===== src/rtl/decode_id.sv =====
// RV32I decode stage: register file with write-first bypass, control decode,
// immediate generation and load-use hazard detection.
module decode_id (
    input  logic        clk,
    input  logic        rst,
    input  logic [31:0] Instr_ID,
    input  logic [8:0]  PC_ID,
    input  logic        RegWEn_WB,
    input  logic [4:0]  Rd_WB,
    input  logic [31:0] WD_WB,
    input  logic [4:0]  Rd_EX,
    input  logic [1:0]  WBSel_EX,
    input  logic        flush,
    output logic [31:0] Imm_ID,
    output logic [31:0] RD1_ID,
    output logic [31:0] RD2_ID,
    output logic [4:0]  Rd_ID,
    output logic [4:0]  Rs1_ID,
    output logic [4:0]  Rs2_ID,
    output logic        PCsel_ID,
    output logic        RegWEn_ID,
    output logic        Asel_ID,
    output logic        Bsel_ID,
    output logic        MemRW_ID,
    output logic [1:0]  WBSel_ID,
    output logic [2:0]  WordSizeSel_ID,
    output logic [3:0]  ALUSel_ID,
    output logic        stall,
    output logic        clear_EX,
    output logic        illegal
);

    localparam logic [6:0] OP_R      = 7'b0110011;
    localparam logic [6:0] OP_IMM    = 7'b0010011;
    localparam logic [6:0] OP_LOAD   = 7'b0000011;
    localparam logic [6:0] OP_STORE  = 7'b0100011;
    localparam logic [6:0] OP_BRANCH = 7'b1100011;
    localparam logic [6:0] OP_JAL    = 7'b1101111;
    localparam logic [6:0] OP_JALR   = 7'b1100111;
    localparam logic [6:0] OP_LUI    = 7'b0110111;
    localparam logic [6:0] OP_AUIPC  = 7'b0010111;

    localparam logic [3:0] ALU_ADD    = 4'd0;
    localparam logic [3:0] ALU_SUB    = 4'd1;
    localparam logic [3:0] ALU_SLL    = 4'd2;
    localparam logic [3:0] ALU_SLT    = 4'd3;
    localparam logic [3:0] ALU_SLTU   = 4'd4;
    localparam logic [3:0] ALU_XOR    = 4'd5;
    localparam logic [3:0] ALU_SRL    = 4'd6;
    localparam logic [3:0] ALU_SRA    = 4'd7;
    localparam logic [3:0] ALU_OR     = 4'd8;
    localparam logic [3:0] ALU_AND    = 4'd9;
    localparam logic [3:0] ALU_PASS_B = 4'd10;

    localparam logic [1:0] WB_ALU = 2'd0;
    localparam logic [1:0] WB_MEM = 2'd1;
    localparam logic [1:0] WB_PC4 = 2'd2;

    typedef enum logic [2:0] {
        IMM_NONE = 3'd0,
        IMM_I    = 3'd1,
        IMM_S    = 3'd2,
        IMM_B    = 3'd3,
        IMM_U    = 3'd4,
        IMM_J    = 3'd5
    } imm_fmt_t;

    logic [31:0] regs_r [1:31];
    logic        illegal_r;

    logic [6:0]  opcode_s;
    logic [2:0]  funct3_s;
    logic        alt_s;
    logic [4:0]  rs1_s;
    logic [4:0]  rs2_s;
    logic [4:0]  rd_s;

    imm_fmt_t    imm_fmt_s;
    logic [31:0] imm_s;
    logic [3:0]  alu_sel_s;
    logic        pcsel_s;
    logic        regwen_s;
    logic        asel_s;
    logic        bsel_s;
    logic        memrw_s;
    logic [1:0]  wbsel_s;
    logic        use_rs1_s;
    logic        use_rs2_s;
    logic        illegal_op_s;
    logic        hazard_s;
    logic        stall_s;
    logic        wb_write_s;
    logic        unused_pc_s;

    // funct7[5] selects SUB only for register-register ops; it always selects SRA
    function automatic logic [3:0] alu_op(input logic [2:0] f3, input logic alt,
                                          input logic is_reg);
        logic [3:0] op;
        case (f3)
            3'b000:  op = (alt & is_reg) ? ALU_SUB : ALU_ADD;
            3'b001:  op = ALU_SLL;
            3'b010:  op = ALU_SLT;
            3'b011:  op = ALU_SLTU;
            3'b100:  op = ALU_XOR;
            3'b101:  op = alt ? ALU_SRA : ALU_SRL;
            3'b110:  op = ALU_OR;
            3'b111:  op = ALU_AND;
            default: op = ALU_ADD;
        endcase
        return op;
    endfunction

    function automatic logic [31:0] read_port(input logic [4:0] addr);
        logic [31:0] data;
        if (addr == 5'd0) begin
            data = 32'd0;
        end else if (wb_write_s && (Rd_WB == addr)) begin
            data = WD_WB;
        end else begin
            data = regs_r[addr];
        end
        return data;
    endfunction

    assign opcode_s   = Instr_ID[6:0];
    assign rd_s       = Instr_ID[11:7];
    assign funct3_s   = Instr_ID[14:12];
    assign rs1_s      = Instr_ID[19:15];
    assign rs2_s      = Instr_ID[24:20];
    assign alt_s      = Instr_ID[30];
    assign wb_write_s = RegWEn_WB & (Rd_WB != 5'd0);

    // The PC is carried alongside in the pipeline register, not consumed here
    assign unused_pc_s = ^PC_ID;

    // Control decode; unrecognised opcodes decode to a NOP
    always_comb begin
        imm_fmt_s    = IMM_NONE;
        alu_sel_s    = ALU_ADD;
        pcsel_s      = 1'b0;
        regwen_s     = 1'b0;
        asel_s       = 1'b0;
        bsel_s       = 1'b0;
        memrw_s      = 1'b0;
        wbsel_s      = WB_ALU;
        use_rs1_s    = 1'b0;
        use_rs2_s    = 1'b0;
        illegal_op_s = 1'b0;
        case (opcode_s)
            OP_R: begin
                alu_sel_s = alu_op(funct3_s, alt_s, 1'b1);
                regwen_s  = 1'b1;
                use_rs1_s = 1'b1;
                use_rs2_s = 1'b1;
            end
            OP_IMM: begin
                imm_fmt_s = IMM_I;
                alu_sel_s = alu_op(funct3_s, alt_s, 1'b0);
                regwen_s  = 1'b1;
                bsel_s    = 1'b1;
                use_rs1_s = 1'b1;
            end
            OP_LOAD: begin
                imm_fmt_s = IMM_I;
                regwen_s  = 1'b1;
                bsel_s    = 1'b1;
                wbsel_s   = WB_MEM;
                use_rs1_s = 1'b1;
            end
            OP_STORE: begin
                imm_fmt_s = IMM_S;
                bsel_s    = 1'b1;
                memrw_s   = 1'b1;
                use_rs1_s = 1'b1;
                use_rs2_s = 1'b1;
            end
            OP_BRANCH: begin
                imm_fmt_s = IMM_B;
                pcsel_s   = 1'b1;
                asel_s    = 1'b1;
                bsel_s    = 1'b1;
                use_rs1_s = 1'b1;
                use_rs2_s = 1'b1;
            end
            OP_JAL: begin
                imm_fmt_s = IMM_J;
                pcsel_s   = 1'b1;
                asel_s    = 1'b1;
                bsel_s    = 1'b1;
                regwen_s  = 1'b1;
                wbsel_s   = WB_PC4;
            end
            OP_JALR: begin
                imm_fmt_s = IMM_I;
                pcsel_s   = 1'b1;
                bsel_s    = 1'b1;
                regwen_s  = 1'b1;
                wbsel_s   = WB_PC4;
                use_rs1_s = 1'b1;
            end
            OP_LUI: begin
                imm_fmt_s = IMM_U;
                alu_sel_s = ALU_PASS_B;
                bsel_s    = 1'b1;
                regwen_s  = 1'b1;
            end
            OP_AUIPC: begin
                imm_fmt_s = IMM_U;
                asel_s    = 1'b1;
                bsel_s    = 1'b1;
                regwen_s  = 1'b1;
            end
            default: begin
                illegal_op_s = 1'b1;
            end
        endcase
    end

    // Immediate assembly, sign-extended from instruction bit 31
    always_comb begin
        case (imm_fmt_s)
            IMM_I:   imm_s = {{20{Instr_ID[31]}}, Instr_ID[31:20]};
            IMM_S:   imm_s = {{20{Instr_ID[31]}}, Instr_ID[31:25], Instr_ID[11:7]};
            IMM_B:   imm_s = {{19{Instr_ID[31]}}, Instr_ID[31], Instr_ID[7],
                              Instr_ID[30:25], Instr_ID[11:8], 1'b0};
            IMM_U:   imm_s = {Instr_ID[31:12], 12'd0};
            IMM_J:   imm_s = {{11{Instr_ID[31]}}, Instr_ID[31], Instr_ID[19:12],
                              Instr_ID[20], Instr_ID[30:21], 1'b0};
            default: imm_s = 32'd0;
        endcase
    end

    // A load in EX cannot forward yet, so a dependent consumer waits one bubble
    always_comb begin
        hazard_s = (WBSel_EX == WB_MEM) && (Rd_EX != 5'd0) &&
                   ((use_rs1_s && (Rd_EX == rs1_s)) || (use_rs2_s && (Rd_EX == rs2_s)));
        stall_s  = hazard_s & ~flush;
    end

    // Register file write port; x0 has no storage and the file is never stalled
    always_ff @(posedge clk or posedge rst) begin
        if (rst) begin
            for (int i = 1; i < 32; i++) begin
                regs_r[i] <= 32'd0;
            end
        end else if (wb_write_s) begin
            regs_r[Rd_WB] <= WD_WB;
        end
    end

    // Sticky illegal flag; wrong-path or stalled instructions do not count
    always_ff @(posedge clk or posedge rst) begin
        if (rst) begin
            illegal_r <= 1'b0;
        end else if (illegal_op_s && !stall_s && !flush) begin
            illegal_r <= 1'b1;
        end
    end

    assign RD1_ID         = read_port(rs1_s);
    assign RD2_ID         = read_port(rs2_s);
    assign Imm_ID         = imm_s;
    assign Rd_ID          = rd_s;
    assign Rs1_ID         = rs1_s;
    assign Rs2_ID         = rs2_s;
    assign PCsel_ID       = pcsel_s;
    assign RegWEn_ID      = regwen_s;
    assign Asel_ID        = asel_s;
    assign Bsel_ID        = bsel_s;
    assign MemRW_ID       = memrw_s;
    assign WBSel_ID       = wbsel_s;
    assign WordSizeSel_ID = funct3_s;
    assign ALUSel_ID      = alu_sel_s;
    assign stall          = stall_s;
    assign clear_EX       = hazard_s | flush;
    assign illegal        = illegal_r;

endmodule


===== config.mk =====
export PLATFORM = sky130hd
export DESIGN_NAME = decode_id
export DESIGN_NICKNAME = d
export VERILOG_FILES = /design/src/rtl/decode_id.sv
export SDC_FILE = /design/constraint.sdc
export NUM_CORES = 2
export LEC_CHECK = 0
export CORE_MARGIN = 2
export CORE_UTILIZATION = 39
export CTS_CLUSTER_DIAMETER = 150
export DETAILED_ROUTE_END_ITERATION = 8
export PLACE_DENSITY = 0.54
export SYNTH_ARGS = -nofsm -noshare
export SYNTH_HDL_FRONTEND = slang
export SYNTH_SLANG_ARGS = --single-unit
export TNS_END_PERCENT = 50

===== constraint.sdc =====
create_clock -name clk -period 92 [get_ports clk]
set_input_delay 23 -clock clk [delete_from_list [all_inputs] [get_ports clk]]
set_output_delay 23 -clock clk [all_outputs]
set_load 0.01 [all_outputs]

# Word level (Yosys, flattened, before mapping)
# Index checks and enable logic that the tools add are counted.
[totals]
word_cells = 125
output_inout_bits = 128
ff_bits = 993
input_bits = 89
[op_classes]
n_eq_ne = 26
muxes = 29
bitwise_logic = 7
n_lt_le_gt_ge = 4
reduce_logical = 27
[op_table]
columns = ["cell", "count"]
rows = [
  ["$bwmux 992", 1],
  ["$bmux 32 s5", 2],
  ["$mux 32", 9],
  ["$demux 32 s5", 1],
  ["$pmux 32 s5", 1],
  ["$pmux 4 s8", 2],
  ["$eq 7x6->1 const B", 3],
  ["$eq 7x7->1 const B", 3],
  ["$eq 5x5->1", 4],
  ["$eq 3x3->1 const B", 6],
  ["$ge 6x6->1 const B", 3],
  ["$not 5->6", 3],
  ["$pmux 3 s5", 1],
  ["$eq 7x5->1 const B", 2],
  ["$eq 3x2->1 const B", 4],
  ["$pmux 4 s3", 1],
  ["$reduce_or 3->1", 4],
  ["$logic_not 5->1", 2],
  ["$mux 1", 10],
  ["$reduce_bool 5->1", 2],
  ["$logic_and 1x1->1", 9],
  ["$reduce_or 9->1", 1],
  ["$reduce_or 8->1", 1],
  ["$eq 7x2->1 const B", 1],
  ["13 further kinds", 17],
]

# Depth between registers and ports, before layout
[logic_depth]
depth_word = 10
ltp_mapped = 10
mapped_depth_nobuf = 5

# Worst setup path before layout
# OpenSTA, ideal clock, no wires.
[synth_timing]
path_kind = "input port to output port"
startpoint = "input Instr_ID[15]"
endpoint = "output RD1_ID[10]"
setup_slack_ps = 44172
n_path_buf = 3
stages = 7
arrival_time_ps = 24828
required_time_ps = 69000
cell_sequence = "buf_2 buf_4 buf_2 mux4_2 a221oi_1 o211ai_1 mux2_2"
[synth_between]
elab_chain_len = 6
word_cells_on_any_way = 9
cone_classes = "eq/ne: 1; mux: 5; bitwise: 1; reduce/logical: 2"
[synth_rtl]
columns = ["item", "line", "source"]
rows = [
  ["start, declared", "6", "input logic [31:0] Instr_ID,"],
  ["$not 5->6 (implied by the code)", "120", "data = regs_r[addr];"],
  ["$bmux 32 s5", "120", ""],
  ["$mux 32 (implied by the code) (2 in series)", "120", ""],
  ["$mux 32", "117", "end else if (wb_write_s && (Rd_WB == addr)) begin"],
  ["$mux 32 (*)", "115", "if (addr == 5'd0) begin"],
  ["end, declared", "15", "output logic [31:0] RD1_ID,"],
]
# Mark *: on every way between the ends. The rest lies on a longest branch, timed or not. The select of a mux whose other input is x is not followed.

# Worst setup path after layout
[layout_timing]
startpoint = "input Instr_ID[20]"
endpoint = "output RD2_ID[18]"
[layout_between]
elab_chain_len = 6
word_cells_on_any_way = 9
cone_classes = "eq/ne: 1; mux: 5; bitwise: 1; reduce/logical: 2"
[layout_rtl]
columns = ["item", "line", "source"]
rows = [
  ["$not 5->6 (implied by the code)", "120", ""],
  ["$bmux 32 s5", "120", ""],
  ["$mux 32 (implied by the code) (2 in series)", "120", ""],
  ["$mux 32", "117", ""],
  ["$mux 32 (*)", "115", ""],
  ["end, declared", "16", "output logic [31:0] RD2_ID,"],
]
# Marks and branches as above.

==> key figures <==
Outcome
  – Status: finished, final reports clean

Power and ir drop
  – Static leakage: around 26 nW
  – Pwr per Cell Area: 21.20 mW/mm2
  – Total power: 0.001311 W
  – Max VDD drop: 0.01515 mV

Route
  – Wirelength per Cell: 33.36 um
  – Initial DRC count: approximately 3,200
  – DRT antenna net count: 0
  – DR vias: 36,870
  – Total iterations of the first detailed-routing run: 5
  – Final wirelength: between 150 and 200 mm
  – Vias/cell: 6.320
  – DR DRC count: 0

Setup path
  – Critical Path End Type: primary output
  – Crit path kind: primary input to primary output
  – Req. time, crit path: ~69 ns
  – Reg-to-reg startpoint: regs_r[875]
  – Crit Path Max Fanout: between 80 and 90
  – Crit path launch type: primary input
  – R2r setup slk: a little over 90 ns
  – WP data arrival: 28.19 ns
  – Worst setup path start: Instr_ID[20]

Synthesis
  – Post-synth top flop: dfrtp_1
  – Yosys top cell by area: dfrtp_1
  – Syn nets: 3,948
  – Seq/Total Area, Yosys: 45.58%
  – Largest cells by area after synthesis: dfrtp_1, mux2_2, mux4_2, mux2i_1, clkbuf_1
  – YS warnings: 0
  – Synth cell types: 66
  – Number of synthesized register bits: 993
  – Fraction of synthesis flops using an asynchronous set or reset pin: between 90% and 100%
  – Post-synth EDFFs: 0
  – Syn avg cell area: 14.13 um2
  – Synth Cell Area: 0.05452 mm2
  – Share of the synthesized area in the top cell type: a little under half
  – Gate Count Post-Synth: 3,859

Die
  – Die Span X: 377.9 um
  – Num rows: 137
  – Initial Util: 39.17%
  – Core area: approximately 0.14 mm2
  – Boundary Pins: 217
  – Die Y: between 300 and 400 um
  – Die Footprint: around 0.14 mm2

Hold path
  – Hold path startpoint: illegal
  – HP Class: flop to flop

CTS
  – Clock transition at path regs: around 0.060 ns
  – CTS tree: yes
  – Deepest clock path buffer count: 3
  – Clock Sink Count: 993
  – # H-tree levels: 3
  – Setup Fix Bufs, Post-CTS: 0
  – CTS resizes: 0
  – Num CTS Buffers: between 100 and 150
  – Clock latency on the worst-skew pair: 0.73 ns
  – Hold-fix buffer count after cts: 0
  – Root Buffer Master: clkbuf_16

GRT
  – First-pass GRT wire length: 279.6 mm
  – Vias in the first global route: roughly 37,000
  – Largest net degree at the start of global routing: ~150
  – Antenna violations before repair: 12
  – Gr ovfl total: 0
  – Gr usage total: 27.25%

Timing
  – Final setup violation count: 0
  – Max Slew Vio Count: 0
  – Final Cycle Share: ~56%
  – Hold Fails Final Rpt: 0
  – Fin Setup TNS: 0 ns
  – Slew at the pin closest to its max-slew limit: between 1 and 1.5 ns
  – Final worst path period need: 51.19 ns
  – Worst Skew: 0 ns
  – RSZ-0062 raised after global routing: false
  – Max Clock Freq: 0.01954 GHz
  – Worst slew margin: between 10% and 20%

Job
  – Max-cap violations: 0

Placement
  – Detailed Place HPWL: between 100 and 150 mm
  – PortBufs: 207
  – RD Place Congestion: around 0.81

Layout
  – Share of cells above drive strength 1: 45.04%
  – Area Growth Syn to Fin: 13.41%
  – Final #Nets: approximately 4,000
  – Filler Cells Inserted: 12,800
## layout make-up
| class | instances | area, um2 | area share, % |
|---|---|---|---|
| tap | 1876 | 2347 | 3.796 |
| sequential | 993 | 24850 | 40.19 |
| timing repair buffer | 324 | 3042 | 4.920 |
| clock buffer | 176 | 3374 | 5.458 |
| clock inverter | 26 | 289.0 | 0.4675 |
| multi-input combinational | 2425 | 27870 | 45.08 |
| antenna | 4 | 10.01 | 0.01619 |
| inverter | 10 | 46.29 | 0.07488 |
## report_power, final
part,leakage (nW),internal (W),switching [W]
clock,1.81,0.000261,0.000192
combinational,11.8,0.000162,0.000113
sequential,12.7,0.000522,0.0000604
total,26.3,0.000945,0.000366
## sequential cells by signal, indices dropped and copies added, names as in the netlist
| signal | cells |
|---|---|
| regs_r | 992 |
| illegal | 1 |
## cells in the final DEF, fill, tap and decap left out, drive strengths merged, types with 7 or more instances in the layout
cell type	count
a211oi	43
a21o	13
a21oi	40
a221o	18
a221oi	60
a22o	53
a22oi	48
a31o	9
a31oi	22
and2	15
buf	126
clkbuf	177
clkdlybuf4s50	197
clkinv	20
dfrtp	993
inv	11
mux2	1028
mux2i	172
mux4	391
nand2	85
nand2b	12
nand3	24
nand3b	21
nor2	45
nor2b	26
nor3	20
o211ai	20
o21a	15
o21ai	94
o22ai	51
o31ai	7
xnor2	17
## cells by family after synthesis
kind of cell              synth area share, %
muxes                                   40.59
and+or+nand+nor                         2.688
xor gates and xnor gates               0.3213
DFF                                     45.58
AOI/OAI and AO/OA                       7.046
buffers and inverters                   3.780
## critical path, cell delays in order
cell and delay, ns:
buf_8 0.46, buf_4 0.62, buf_12 0.53, buf_4 0.90
mux4_2 0.38, o22a_1 0.13, o21ai_0 0.08, o31ai_1 1.08
clkdlybuf4s50_1 0.73
## routing by layer
layer | track usage (%) | share of wire (%)
met1 | 38.55 | 44
met2 | 42.20 | 46
met3 | 4.703 | 6.5
met4 | 9.629 | 3.4
met5 | 0 | 0.0067
## cells in the mapped netlist (4+ instances only)
cell	n
a2111oi_0	4
a211oi_1	43
a21o_1	13
a21oi_1	40
a221o_1	18
a221oi_1	60
a22o_1	53
a22oi_1	48
a31o_2	9
a31oi_1	22
a32o_1	6
and2_1	15
buf_1	50
buf_2	104
buf_4	43
buf_6	13
clkbuf_1	220
dfrtp_1	993
inv_1	8
mux2_2	1028
mux2i_1	172
mux4_1	6
mux4_2	385
nand2_1	85
nand2b_1	12
nand3_1	24
nand3b_1	21
nand4_1	4
nor2_1	45
nor2b_1	26
nor3_1	20
nor3b_1	5
nor4_1	4
o211ai_1	20
o21a_1	15
o21ai_0	93
o221a_2	6
o221ai_1	5
o22a_1	5
o22ai_1	51
o31ai_1	7
or2_2	5
xnor2_1	17
## final timing paths
kind,to,cells after the start
setup / recovery,RD2_ID[18],9
hold / removal,illegal,1
setup reg to reg,regs_r[875],1
hold reg to reg,illegal,1
max in group asynchronous,regs_r[728],5
min in group asynchronous,regs_r[390],2
## stage by stage
stage               hold slack, ns  cell area [um2]  utilization (%)  setup slack (ns)  std cells
finish                      0.4616            61830            44.42             40.81       5834
floorplan                   0.4609            54520                -             41.06       3859
detailed placement          0.4554            58150            41.78             40.86       5628
global placement            0.4766            58150            41.78             40.84       5628
CTS                         0.4682            61820            44.41             40.84       5830
global route                0.4771            61820            44.42             40.64       5831
Note: power is estimated with default switching activity, not from simulation.
